==> src/rtl/core_trap_ctrl.sv <==
// core_trap_ctrl: sequences trap entry and MRET/SRET return.
// Drives the implicit CSR write ports and the privilege-mode update, then issues
// a one-cycle PC redirect. Sequence: IDLE -> DECIDE -> WRITE -> REDIRECT -> IDLE.
// Ports:
//   trap_req_*  trap request (valid/ready) with cause, interrupt flag, pc, tval
//   xret_*      MRET/SRET request (valid/ready); a trap wins a same-cycle tie
//   prv_mode    current privilege mode; csr_*  current CSR values
//   *_in/*_we   CSR and privilege write data/enables, asserted only in WRITE
//   redirect_*  one-cycle redirect strobe and held target; busy = not IDLE
module core_trap_ctrl (
  input  logic        clk,
  input  logic        rst_n,
  input  logic        trap_req_valid,
  output logic        trap_req_ready,
  input  logic        trap_is_interrupt,
  input  logic [4:0]  trap_cause,
  input  logic [31:0] trap_pc,
  input  logic [31:0] trap_tval,
  input  logic        xret_valid,
  output logic        xret_ready,
  input  logic        xret_is_mret,
  input  logic [1:0]  prv_mode,
  input  logic [31:0] csr_mstatus,
  input  logic [31:0] csr_medeleg,
  input  logic [31:0] csr_mideleg,
  input  logic [31:0] csr_mtvec,
  input  logic [31:0] csr_stvec,
  input  logic [31:0] csr_mepc,
  input  logic [31:0] csr_sepc,
  output logic [1:0]  prv_mode_in,
  output logic        prv_mode_we,
  output logic [31:0] csr_mstatus_in,
  output logic        csr_mstatus_we,
  output logic [31:0] csr_mepc_in,
  output logic        csr_mepc_we,
  output logic [31:0] csr_mcause_in,
  output logic        csr_mcause_we,
  output logic [31:0] csr_sepc_in,
  output logic        csr_sepc_we,
  output logic [31:0] csr_scause_in,
  output logic        csr_scause_we,
  output logic [31:0] csr_stval_in,
  output logic        csr_stval_we,
  output logic        redirect_valid,
  output logic [31:0] redirect_pc,
  output logic        busy
);

  localparam logic [1:0] PRV_M = 2'd3;
  localparam logic [1:0] PRV_S = 2'd1;

  typedef enum logic [1:0] {ST_IDLE, ST_DECIDE, ST_WRITE, ST_REDIRECT} state_t;
  typedef enum logic [1:0] {K_TRAP, K_MRET, K_SRET} kind_t;

  state_t      state_q, state_d;
  kind_t       kind_q;
  logic [4:0]  cause_q;
  logic        intr_q;
  logic [31:0] pc_q;
  logic [31:0] tval_q;
  logic [1:0]  prv_q;
  logic        deleg_q;
  logic [31:0] rpc_q;

  logic        trap_acc, xret_acc;
  logic        deleg_d;
  logic [31:0] ms;
  logic [31:0] tvec;
  logic [31:0] base;
  logic [31:0] target;
  logic [1:0]  mpp;

  // State register and per-request context
  always_ff @(posedge clk or negedge rst_n) begin
    if (!rst_n) begin
      state_q <= ST_IDLE;
      kind_q  <= K_TRAP;
      cause_q <= 5'd0;
      intr_q  <= 1'b0;
      pc_q    <= 32'd0;
      tval_q  <= 32'd0;
      prv_q   <= 2'd0;
      deleg_q <= 1'b0;
      rpc_q   <= 32'd0;
    end else begin
      state_q <= state_d;
      if (trap_acc) begin
        kind_q  <= K_TRAP;
        cause_q <= trap_cause;
        intr_q  <= trap_is_interrupt;
        pc_q    <= trap_pc;
        tval_q  <= trap_tval;
        prv_q   <= prv_mode;
      end else if (xret_acc) begin
        kind_q  <= xret_is_mret ? K_MRET : K_SRET;
        prv_q   <= prv_mode;
      end
      if (state_q == ST_DECIDE) deleg_q <= deleg_d;
      // Keep the target visible after the strobe drops
      if (state_q == ST_REDIRECT) rpc_q <= target;
    end
  end

  // Next-state, handshake, CSR write and redirect outputs
  always_comb begin
    state_d        = state_q;
    trap_req_ready = 1'b0;
    xret_ready     = 1'b0;
    trap_acc       = 1'b0;
    xret_acc       = 1'b0;
    deleg_d        = 1'b0;
    ms             = csr_mstatus;
    mpp            = csr_mstatus[12:11];
    tvec           = deleg_q ? csr_stvec : csr_mtvec;
    base           = tvec & ~32'd3;
    target         = base;
    prv_mode_in    = 2'd0;
    prv_mode_we    = 1'b0;
    csr_mstatus_in = 32'd0;
    csr_mstatus_we = 1'b0;
    csr_mepc_in    = 32'd0;
    csr_mepc_we    = 1'b0;
    csr_mcause_in  = 32'd0;
    csr_mcause_we  = 1'b0;
    csr_sepc_in    = 32'd0;
    csr_sepc_we    = 1'b0;
    csr_scause_in  = 32'd0;
    csr_scause_we  = 1'b0;
    csr_stval_in   = 32'd0;
    csr_stval_we   = 1'b0;
    redirect_valid = 1'b0;
    redirect_pc    = rpc_q;
    busy           = (state_q != ST_IDLE);

    case (state_q)
      ST_IDLE: begin
        trap_req_ready = 1'b1;
        xret_ready     = !trap_req_valid;
        trap_acc       = trap_req_valid;
        xret_acc       = xret_valid && !trap_req_valid;
        if (trap_acc || xret_acc) state_d = ST_DECIDE;
      end
      ST_DECIDE: begin
        // Delegation uses the privilege captured at accept, never the live input
        if (kind_q == K_TRAP)
          deleg_d = (prv_q != PRV_M) &&
                    (intr_q ? csr_mideleg[cause_q] : csr_medeleg[cause_q]);
        state_d = ST_WRITE;
      end
      ST_WRITE: begin
        prv_mode_we    = 1'b1;
        csr_mstatus_we = 1'b1;
        case (kind_q)
          K_TRAP: begin
            if (deleg_q) begin
              ms[5]         = csr_mstatus[1];
              ms[1]         = 1'b0;
              ms[8]         = prv_q[0];
              csr_sepc_in   = {pc_q[31:2], 2'b00};
              csr_sepc_we   = 1'b1;
              csr_scause_in = {intr_q, 26'd0, cause_q};
              csr_scause_we = 1'b1;
              csr_stval_in  = tval_q;
              csr_stval_we  = 1'b1;
              prv_mode_in   = PRV_S;
            end else begin
              ms[7]         = csr_mstatus[3];
              ms[3]         = 1'b0;
              ms[12:11]     = prv_q;
              csr_mepc_in   = {pc_q[31:2], 2'b00};
              csr_mepc_we   = 1'b1;
              csr_mcause_in = {intr_q, 26'd0, cause_q};
              csr_mcause_we = 1'b1;
              prv_mode_in   = PRV_M;
            end
          end
          K_MRET: begin
            ms[3]     = csr_mstatus[7];
            ms[7]     = 1'b1;
            ms[12:11] = 2'b00;
            if (mpp != PRV_M) ms[17] = 1'b0;
            prv_mode_in = mpp;
          end
          default: begin
            ms[1]       = csr_mstatus[5];
            ms[5]       = 1'b1;
            ms[8]       = 1'b0;
            ms[17]      = 1'b0;
            prv_mode_in = {1'b0, csr_mstatus[8]};
          end
        endcase
        csr_mstatus_in = ms;
        state_d        = ST_REDIRECT;
      end
      ST_REDIRECT: begin
        case (kind_q)
          K_MRET:  target = csr_mepc;
          K_SRET:  target = csr_sepc;
          default: begin
            // Vectored mode only offsets interrupts
            if (tvec[1:0] == 2'b01 && intr_q)
              target = base + {25'd0, cause_q, 2'b00};
          end
        endcase
        redirect_valid = 1'b1;
        redirect_pc    = target;
        state_d        = ST_IDLE;
      end
      default: state_d = ST_IDLE;
    endcase
  end

endmodule
==> config.mk <==
export PLATFORM = sky130hd
export DESIGN_NAME = core_trap_ctrl
export DESIGN_NICKNAME = d
export VERILOG_FILES = /design/src/rtl/core_trap_ctrl.sv
export SDC_FILE = /design/constraint.sdc
export NUM_CORES = 1
export LEC_CHECK = 0
export CORE_AREA = 2 2 206 208
export DETAILED_ROUTE_END_ITERATION = 6
export DIE_AREA = 0 0 208 210
export PLACE_DENSITY_LB_ADDON = 0.1
export SLEW_MARGIN = 0
export SYNTH_ARGS = -nofsm -noshare
export SYNTH_HDL_FRONTEND = slang
export SYNTH_SLANG_ARGS = --single-unit
==> constraint.sdc <==
create_clock -name clk -period 12.5 [get_ports clk]
set_input_delay 1.875 -clock clk [delete_from_list [all_inputs] [get_ports clk]]
set_output_delay 1.875 -clock clk [all_outputs]
set_load 0.1 [all_outputs]
==> metrics, run 1 <==
outcome finished clean; crit-path cells clkdlybuf4s50_1, mux2_2, ha_1, fa_1, a21o_1, a21o_1, a21oi_1, buf_4, nor4_1, xor2_1, o21ai_0, clkdlybuf4s50_1; most frequent cells in the layout clkdlybuf4s50_1 (478), dfrtp_1 (106), and2_1 (93), mux2_2 (88), conb_1 (56); PostCTS Resize Cnt 0; Leakage 5.25 nW; DRC Markers 0; total CTS buffers 9; number of cells on the critical path 12; Fin Setup TNS 0 ns; synthesized area 7900 sq um; Floorplan Core Area 41500 sq um; GP Congestion 0.783; Worst IR Drop VDD 0.000131 V; # hold bufs at CTS 0; Worst Clk Skew 0.0140 ns; async set-reset flop share out of synthesis 1.00; global-route wire length before repair 53900 um; Tot GR Track Use 0.164; fmax 132 MHz; min Tclk post-route 7.59 ns; synth warn 0; worst rel slew slack 0.225; Chip Width 208 um; vias per inst 4.28; clk_lat worst skew 0.38 ns; Yosys cell types 60; sequential area share after synthesis 0.339; Tot Pwr 4.09 mW; worst hold path type flop to flop; worst path required time 10.62 ns; Post-synth EDFFs 0; Int Pwr 1.53 mW; total grt overflow 0; DR iter-0 viols 285; Cell Pwr Density 308 nW/um^2; Post-CTS Repair Setup Buffers 0; Crit Path Category primary input to output pin; Hold Path Stages 1; CP max FO 12; Area Overhead vs Synth 68.2%; Setup violations, final 0; initial antenna violation count 2; Crit path arrival time 5.71 ns; reg2reg path depth 7; Slew Limit Fails 0; Fin. Hold Viols 0; commonest non-fill, non-tap cell in the layout clkdlybuf4s50_1; ratio of final minimum period to clock period 0.607; final wirelength 36400 um; power share of the clock group 0.078; row count 75; CTS tree done; I/O pin total 538; CTS Root Cell clkbuf_16; sum of buffers and inverters on the critical path 3; switching pwr 2.57 mW; CP delay by family, top buffers and inverters; Die Y 210 um; Worst path max stage delay 1.20 ns; logic gate share of total power 0.767; flops & latches, synth 107; part of the power in registers 0.155; Mapped Cells 818; largest net degree at the start of global routing 75; Sink Count 107; routed vias 7698; first drt pass iteration count 4; port bufs 479; Post-DP HPWL 27400 um; Layout Nets 1566; RSZ-0062 raised after global routing no; Worst setup SP type primary input; number of global-route vias before repair 8147; switching power share of the total 0.627; clock-pin slew on the worst setup and hold paths 0.08 ns; Critical Path End Type output pin; Synth Flop Type dfrtp_1; Worst-Margin Slew 1.16 ns; die footprint 43700 sq um; Slowest-stage cell, CP clkdlybuf4s50_1; layout cell share with drive strength beyond 1 0.115; Post-DRT Antenna Nets 0; CTS max path bufs 2; Avg Cell Area, Syn 9.66 sq um; effective utilization at floorplan 0.190; H-tree depth 3; routed length per placed instance 20.2 um; Max Cap Viol 0
state kept, by name, summed over array words and instances (netlist names):
| register | count |
|---|---|
| kind_q | 2 |
| pc_q | 30 |
| state_q | 2 |
| tval_q | 32 |
| intr_q | 1 |
| cause_q | 5 |
| rpc_q | 32 |
| prv_q | 2 |
| deleg_q | 1 |
power groups by stage:
stage	clock network, mW	logic (mW)	registers [mW]
floorplan	0	2.41	0.590
global placement	0	3.19	0.634
detailed placement	0	3.18	0.641
CTS	0.340	3.19	0.637
global route	0.347	3.30	0.659
finish	0.320	3.14	0.632
logic make-up (layout without fill, tap and decap cells):
logic type / count (synthesis) / count (layout) / share of synthesized area
adders and majority gates: 13 / 13 / 0.0215
AOI/OAI and AO/OA: 145 / 145 / 0.123
buffers and inverters: 132 / 516 / 0.0955
other: 1 / 60 / 0.000475
muxes: 130 / 130 / 0.198
xor gates and xnor gates: 24 / 24 / 0.0266
and+or+nand+nor: 266 / 266 / 0.196
DFF: 107 / 107 / 0.339
cell usage after synthesis (all sizes together) (12+ instances only):
cell type / instances / area share
mux2i: 30 / 0.038
xor2: 14 / 0.016
mux2: 88 / 0.13
a22oi: 35 / 0.033
clkbuf: 47 / 0.022
a21oi: 45 / 0.029
ha: 12 / 0.019
nand3: 16 / 0.011
nor2: 41 / 0.019
nand2: 25 / 0.012
and3: 39 / 0.031
nor4: 12 / 0.010
and2: 93 / 0.074
o21ai: 23 / 0.015
dfrtp: 107 / 0.34
mux4: 12 / 0.034
buf: 77 / 0.069
final timing paths:
path | start | endpoint | slack (ns)
worst max-delay path | csr_stvec[2] | redirect_pc[28] | 4.91
worst min-delay path | rpc_q[1] | rpc_q[1] | 0.49
worst max register to register | deleg_q | rpc_q[31] | 9.20
worst min register to register | rpc_q[1] | rpc_q[1] | 0.49
max in group asynchronous | rst_n | tval_q[8] | 9.60
min in group asynchronous | rst_n | rpc_q[24] | 1.53
area by class of cell:
type / count / area (sq um)
diodes: 4 / 10.0
clock buffers: 10 / 229
clock inverters: 6 / 78.8
fillers: 4367 / 28200
inverters: 8 / 30.0
multi-input cells: 634 / 4700
flip-flops and latches: 107 / 2680
well taps: 539 / 674
repair buffers: 492 / 4890
metrics by stage:
stage                util  std cells  hold WS, ns  setup WS, ns  cell area [sq um]
CTS                 0.320       1796        0.496          4.85              13300
global placement    0.313       1780        0.473          4.88              13000
finish              0.320       1800        0.493          4.91              13300
global route        0.320       1796        0.499          4.71              13300
detailed placement  0.313       1780        0.477          4.86              13000
floorplan               -        873        0.471          4.53               8110
routing by layer:
layer | vias to the layer above | routed length [um] | part of all wire | GRT usage
li1 | 3665 | - | - | -
met1 | 3714 | 15100 | 0.42 | 0.196
met2 | 307 | 17900 | 0.49 | 0.283
met3 | 12 | 3060 | 0.084 | 0.0578
met4 | 0 | 334 | 0.0092 | 0.0337
met5 | - | 0 | 0 | 0
(Power assumes the default switching activity.)
==> run 2, diff against run 1 <==
--- a/config.mk
+++ b/config.mk
@@ -5,9 +5,9 @@
 export SDC_FILE = /design/constraint.sdc
 export NUM_CORES = 1
 export LEC_CHECK = 0
-export CORE_AREA = 2 2 206 208
+export CORE_AREA = 2 2 212 214
 export DETAILED_ROUTE_END_ITERATION = 6
-export DIE_AREA = 0 0 208 210
+export DIE_AREA = 0 0 214 216
 export PLACE_DENSITY_LB_ADDON = 0.1
 export SLEW_MARGIN = 0
 export SYNTH_ARGS = -nofsm -noshare
==> constraint.sdc (replaced) <==
create_clock -name clk -period 7.2 [get_ports clk]
set_input_delay 1.08 -clock clk [delete_from_list [all_inputs] [get_ports clk]]
set_output_delay 1.08 -clock clk [all_outputs]
set_load 0.1 [all_outputs]
==> run 2 against run 1 <==
Sequential power up 74%. Clock power rose by 79%. Clock-buffer cell count is the same. Core utilization shrank 1.6 points. Routed wire length grew 3.2%. Clock skew hardly changed. Combinational power grew 74%. First-iteration DRC count rose by 5.6%. Highest routed layer unchanged.
==> metrics, run 2 (synthesis gave the netlist of run 1 again) <==
outcome finished clean; Crit Path Category primary input to output pin; GP Congestion 0.780; total CTS buffers 9; port bufs 479; worst rel slew slack 0.240; Sink Count 107; vias per inst 4.19; CTS tree done; # hold bufs at CTS 0; RSZ-0062 raised after global routing no; met2 Track Usage GR 0.266; Post-CTS Repair Setup Buffers 0; final wirelength 37600 um; routed length per placed instance 20.3 um; CTS max path bufs 2; register area 2680 sq um; Regs by FF count rpc_q x32, tval_q x32, pc_q x30; Max Cap Viol 0; Worst IR Drop VDD 0.000260 V; clock-pin slew on the worst setup and hold paths 0.08 ns; effective utilization at floorplan 0.180; number of global-route vias before repair 8127; Post-DP HPWL 28700 um; DP Worst Slack 1.68 ns; met1 Usage GRT 0.196; min Tclk post-route 5.52 ns; worst hold path type flop to flop; Die Y 216 um; PostCTS Resize Cnt 0; H-tree depth 3; Cell Pwr Density 535 nW/um^2; ratio of final minimum period to clock period 0.767; Tot GR Track Use 0.160; routed vias 7767; Area Overhead vs Synth 68.6%; global-route wire length before repair 55200 um; Floorplan Core Area 43800 sq um; DR iter-0 viols 301; row count 77; most frequent cells in the layout clkdlybuf4s50_1 (453), dfrtp_1 (106), and2_1 (93), mux2_2 (88), conb_1 (56); initial antenna violation count 2; Layout Nets 1569; Fin. Hold Viols 0; DRC Markers 0; I/O pin total 538; largest net degree at the start of global routing 75; Worst Clk Skew 0.0137 ns; Chip Width 214 um; die footprint 46200 sq um; GR Util met3 0.0609; grt peak-use layer met2; Fin Setup TNS 0 ns; Worst setup SP type primary input; total grt overflow 0; clk_lat worst skew 0.39 ns; fmax 181 MHz; commonest non-fill, non-tap cell in the layout clkdlybuf4s50_1; Slew Limit Fails 0; Post-DRT Antenna Nets 0; Leakage 5.30 nW; Filler Cell Count 4652; CP max FO 3; worst r2r src deleg_q; worst path required time 6.12 ns; Critical Path End Type output pin; Setup violations, final 0; area of the multi-input gates 4700 sq um; CTS Root Cell clkbuf_16; layout cell share with drive strength beyond 1 0.138; Crit path arrival time 4.44 ns; first drt pass iteration count 4; Critical path origin csr_stvec[2]; Worst-Margin Slew 1.14 ns; hold wc startpoint rpc_q[1]; setup ws final 1.68 ns
==> run 2: final timing paths <==
path                                   to  slack, ns  depth (start not counted)
hold / removal                   rpc_q[1]       0.49                          1
setup reg to reg                rpc_q[11]       3.81                         10
min in group asynchronous      tval_q[14]       0.74                          1
max in group asynchronous      tval_q[25]       5.05                          2
setup / recovery           redirect_pc[6]       1.68                         11
hold reg to reg                  rpc_q[1]       0.49                          1
==> run 2: final cells by class <==
| type | instances | area share |
|---|---|---|
| well taps | 592 | 0.0556 |
| diodes | 2 | 0.000376 |
| flip-flops and latches | 107 | 0.201 |
| clock buffers | 10 | 0.0179 |
| multi-input cells | 634 | 0.353 |
| inverters | 8 | 0.00225 |
| clock inverters | 6 | 0.00601 |
| repair buffers | 495 | 0.364 |
==> run 2: metal layers <==
| layer | vias up | share of wire |
|---|---|---|
| met4 | 0 | 0.010 |
| met2 | 314 | 0.48 |
| met5 | - | 0 |
| met3 | 17 | 0.090 |
| li1 | 3676 | - |
| met1 | 3760 | 0.42 |
==> run 2: report_power, final <==
part	switching [mW]	internal (mW)	leakage (nW)
clock network	0.285	0.289	0.155
registers	0.195	0.902	1.28
logic	4.02	1.44	3.86
==> run 2: per-stage QoR <==
step,hold WS (ns),cell area [sq um],power [mW],util,std cells
2_1_floorplan,0.471,8110,5.20,-,873
3_5_place_dp,0.477,13000,6.63,0.296,1836
5_1_grt,0.512,13300,7.49,0.304,1853
4_1_cts,0.498,13300,7.24,0.304,1852
3_3_place_gp,0.474,13000,6.64,0.296,1836
6_report,0.493,13300,7.13,0.304,1854
==> run 2: worst max-delay path, cell delays in order <==
cell and delay [ns]:
clkdlybuf4s50_1 0.40, mux2_2 0.29, ha_1 0.22, fa_1 0.41, a21o_1 0.20, a21o_1 0.20, xor2_1 0.14, nand2_1 0.07
nand3b_1 0.11, a22o_1 0.17, clkdlybuf4s50_1 1.16
==> run 3, diff against run 2 <==
==> constraint.sdc (replaced) <==
create_clock -name clk -period 5.7 [get_ports clk]
set_input_delay 0.855 -clock clk [delete_from_list [all_inputs] [get_ports clk]]
set_output_delay 0.855 -clock clk [all_outputs]
set_load 0.1 [all_outputs]
==> run 3 against run 2 <==
Cell count grew 0.11%. Design area grew 1.0%. Sequential cell count is the same. Highest routed layer is now met5. Critical path depth grew 1. Clock-buffer cell count is the same.
==> metrics, run 3 (synthesis gave the netlist of run 1 again) <==
layout cell share with drive strength beyond 1 0.193; reg2reg path depth 10; Tot GR Track Use 0.159; hold wc startpoint rpc_q[0]; Fin. Hold Viols 0; Worst setup SP type primary input; CP delay by family, top compound AO/OA/AOI/OAI gates; RSZ-0062 raised after global routing no; first drt pass iteration count 4; Regs by FF count rpc_q x32, tval_q x32, pc_q x30; capture point of the worst reg-to-reg path rpc_q[22]; routed vias 7679; ratio of final minimum period to clock period 0.820; Filler Cell Count 4638; routed length per placed instance 20.1 um; Worst path max stage delay 0.41 ns; Worst-Margin Slew 1.07 ns; Floorplan Core Area 43800 sq um; commonest non-fill, non-tap cell in the layout clkdlybuf4s50_1; Crit path arrival time 3.82 ns; largest net degree at the start of global routing 69; effective utilization at floorplan 0.180; Max Cap Viol 0; DR iter-0 viols 236; worst hold path type flop to flop; # hold bufs at CTS 0; port bufs 479; initial antenna violation count 3; setup slack, reg-to-reg 2.59 ns; Worst Clk Skew 0.0165 ns; die footprint 46200 sq um; Critical path origin csr_mtvec[2]; final wirelength 37200 um; CTS tree done; Area Overhead vs Synth 70.3%; Post-DRT Antenna Nets 0; Post-CTS Repair Setup Buffers 0; crit-path cells clkdlybuf4s50_1, mux2_2, ha_1, fa_1, a21o_1, a21o_1, a21oi_1, buf_4, nor4_1, xor2_1, a21oi_1, buf_12; Leakage 5.53 nW; CTS max path bufs 2; global-route wire length before repair 55000 um; total grt overflow 0; Hold Path Stages 1; worst r2r src deleg_q; PostCTS Resize Cnt 0; clk_lat worst skew 0.38 ns; worst rel slew slack 0.281; min Tclk post-route 4.68 ns; CP max FO 12; worst path required time 4.85 ns; Crit Path Category primary input to output pin; number of global-route vias before repair 8419; sum of buffers and inverters on the critical path 3; most frequent cells in the layout clkdlybuf4s50_1 (386), dfrtp_1 (106), and2_1 (93), mux2_2 (88), buf_4 (86); Cell Pwr Density 693 nW/um^2; row count 77; Fin Setup TNS 0 ns; total CTS buffers 9; Post-DP HPWL 28700 um; Die Y 216 um; fmax 214 MHz; Slew Limit Fails 0; outcome finished clean; Tot Pwr 9.32 mW; vias per inst 4.14; Worst IR Drop VDD 0.000277 V; GP Congestion 0.766; DRC Markers 0; Setup violations, final 0; I/O pin total 538; CTS Root Cell clkbuf_16; worst hold endpoint rpc_q[0]; Chip Width 214 um; clock-pin slew on the worst setup and hold paths 0.08 ns; Layout Nets 1572; Slowest-stage cell, CP fa_1; Sink Count 107; Critical Path End Type output pin; H-tree depth 3
run 3: cell types whose count changed in the layout (fill, tap and decap cells not counted):
cell	change
clkdlybuf4s50_1	-67
buf_4	+44
buf_12	+26
o21ai_0	-10
o21ai_1	+10
inv_8	-3
bufinv_16	-1
clkbuf_1	+1
clkbuf_8	-1
clkinv_2	+1
clkinv_4	+1
inv_6	+1
o31ai_1	-1
o31ai_2	+1
run 3: layout make-up:
cell class / count / area (sq um) / area share
Tap cell: 592 / 741 / 0.0551
Multi-Input combinational cell: 634 / 4700 / 0.349
Sequential cell: 107 / 2680 / 0.199
Antenna cell: 2 / 5.00 / 0.000372
Clock buffer: 10 / 229 / 0.0170
Clock inverter: 5 / 38.8 / 0.00288
Inverter: 8 / 30.0 / 0.00223
Timing Repair Buffer: 498 / 5030 / 0.374
run 3: worst reg2reg max path: stages, from the launching register on:
cell	delay [ns]
dfrtp_2	0.50
mux2_2	0.40
ha_1	0.23
fa_1	0.41
a21o_1	0.20
a21o_1	0.20
a21oi_1	0.15
buf_4	0.25
nor4_2	0.09
xnor2_1	0.16
a221o_1	0.39
run 3: routing by layer:
layer | GRT usage | vias up | wire length (um)
met2 | 0.266 | 308 | 17900
met4 | 0.0438 | 2 | 481
met3 | 0.0523 | 22 | 2790
li1 | - | 3670 | -
met5 | 0 | - | 13
met1 | 0.194 | 3677 | 16000
run 3: worst max path at each step:
stage | depth (start not counted) | slack [ns] | end
after CTS | 12 | 1.01 | redirect_pc[22]
after global placement | 12 | 1.01 | redirect_pc[22]
final | 12 | 1.02 | redirect_pc[20]
after global routing | 12 | 0.87 | redirect_pc[16]
after detailed placement | 12 | 1.02 | redirect_pc[20]
after floorplan | 14 | 0.13 | redirect_pc[16]
run 3: stage by stage:
step                      instance area [sq um]  setup slack (ns)  std cells  hold WS (ns)  utilization
after global placement                    13200              1.01       1839         0.479        0.301
after CTS                                 13400              1.01       1854         0.498        0.307
after floorplan                            8110             0.135        873         0.471            -
after detailed placement                  13200              1.02       1839         0.479        0.301
after global routing                      13500             0.873       1855         0.510        0.307
final                                     13500              1.02       1856         0.495        0.307
run 3: report_power, final:
group,internal [mW],switching [mW]
clock,0.298,0.328
sequential,1.14,0.244
combinational,2.16,5.15
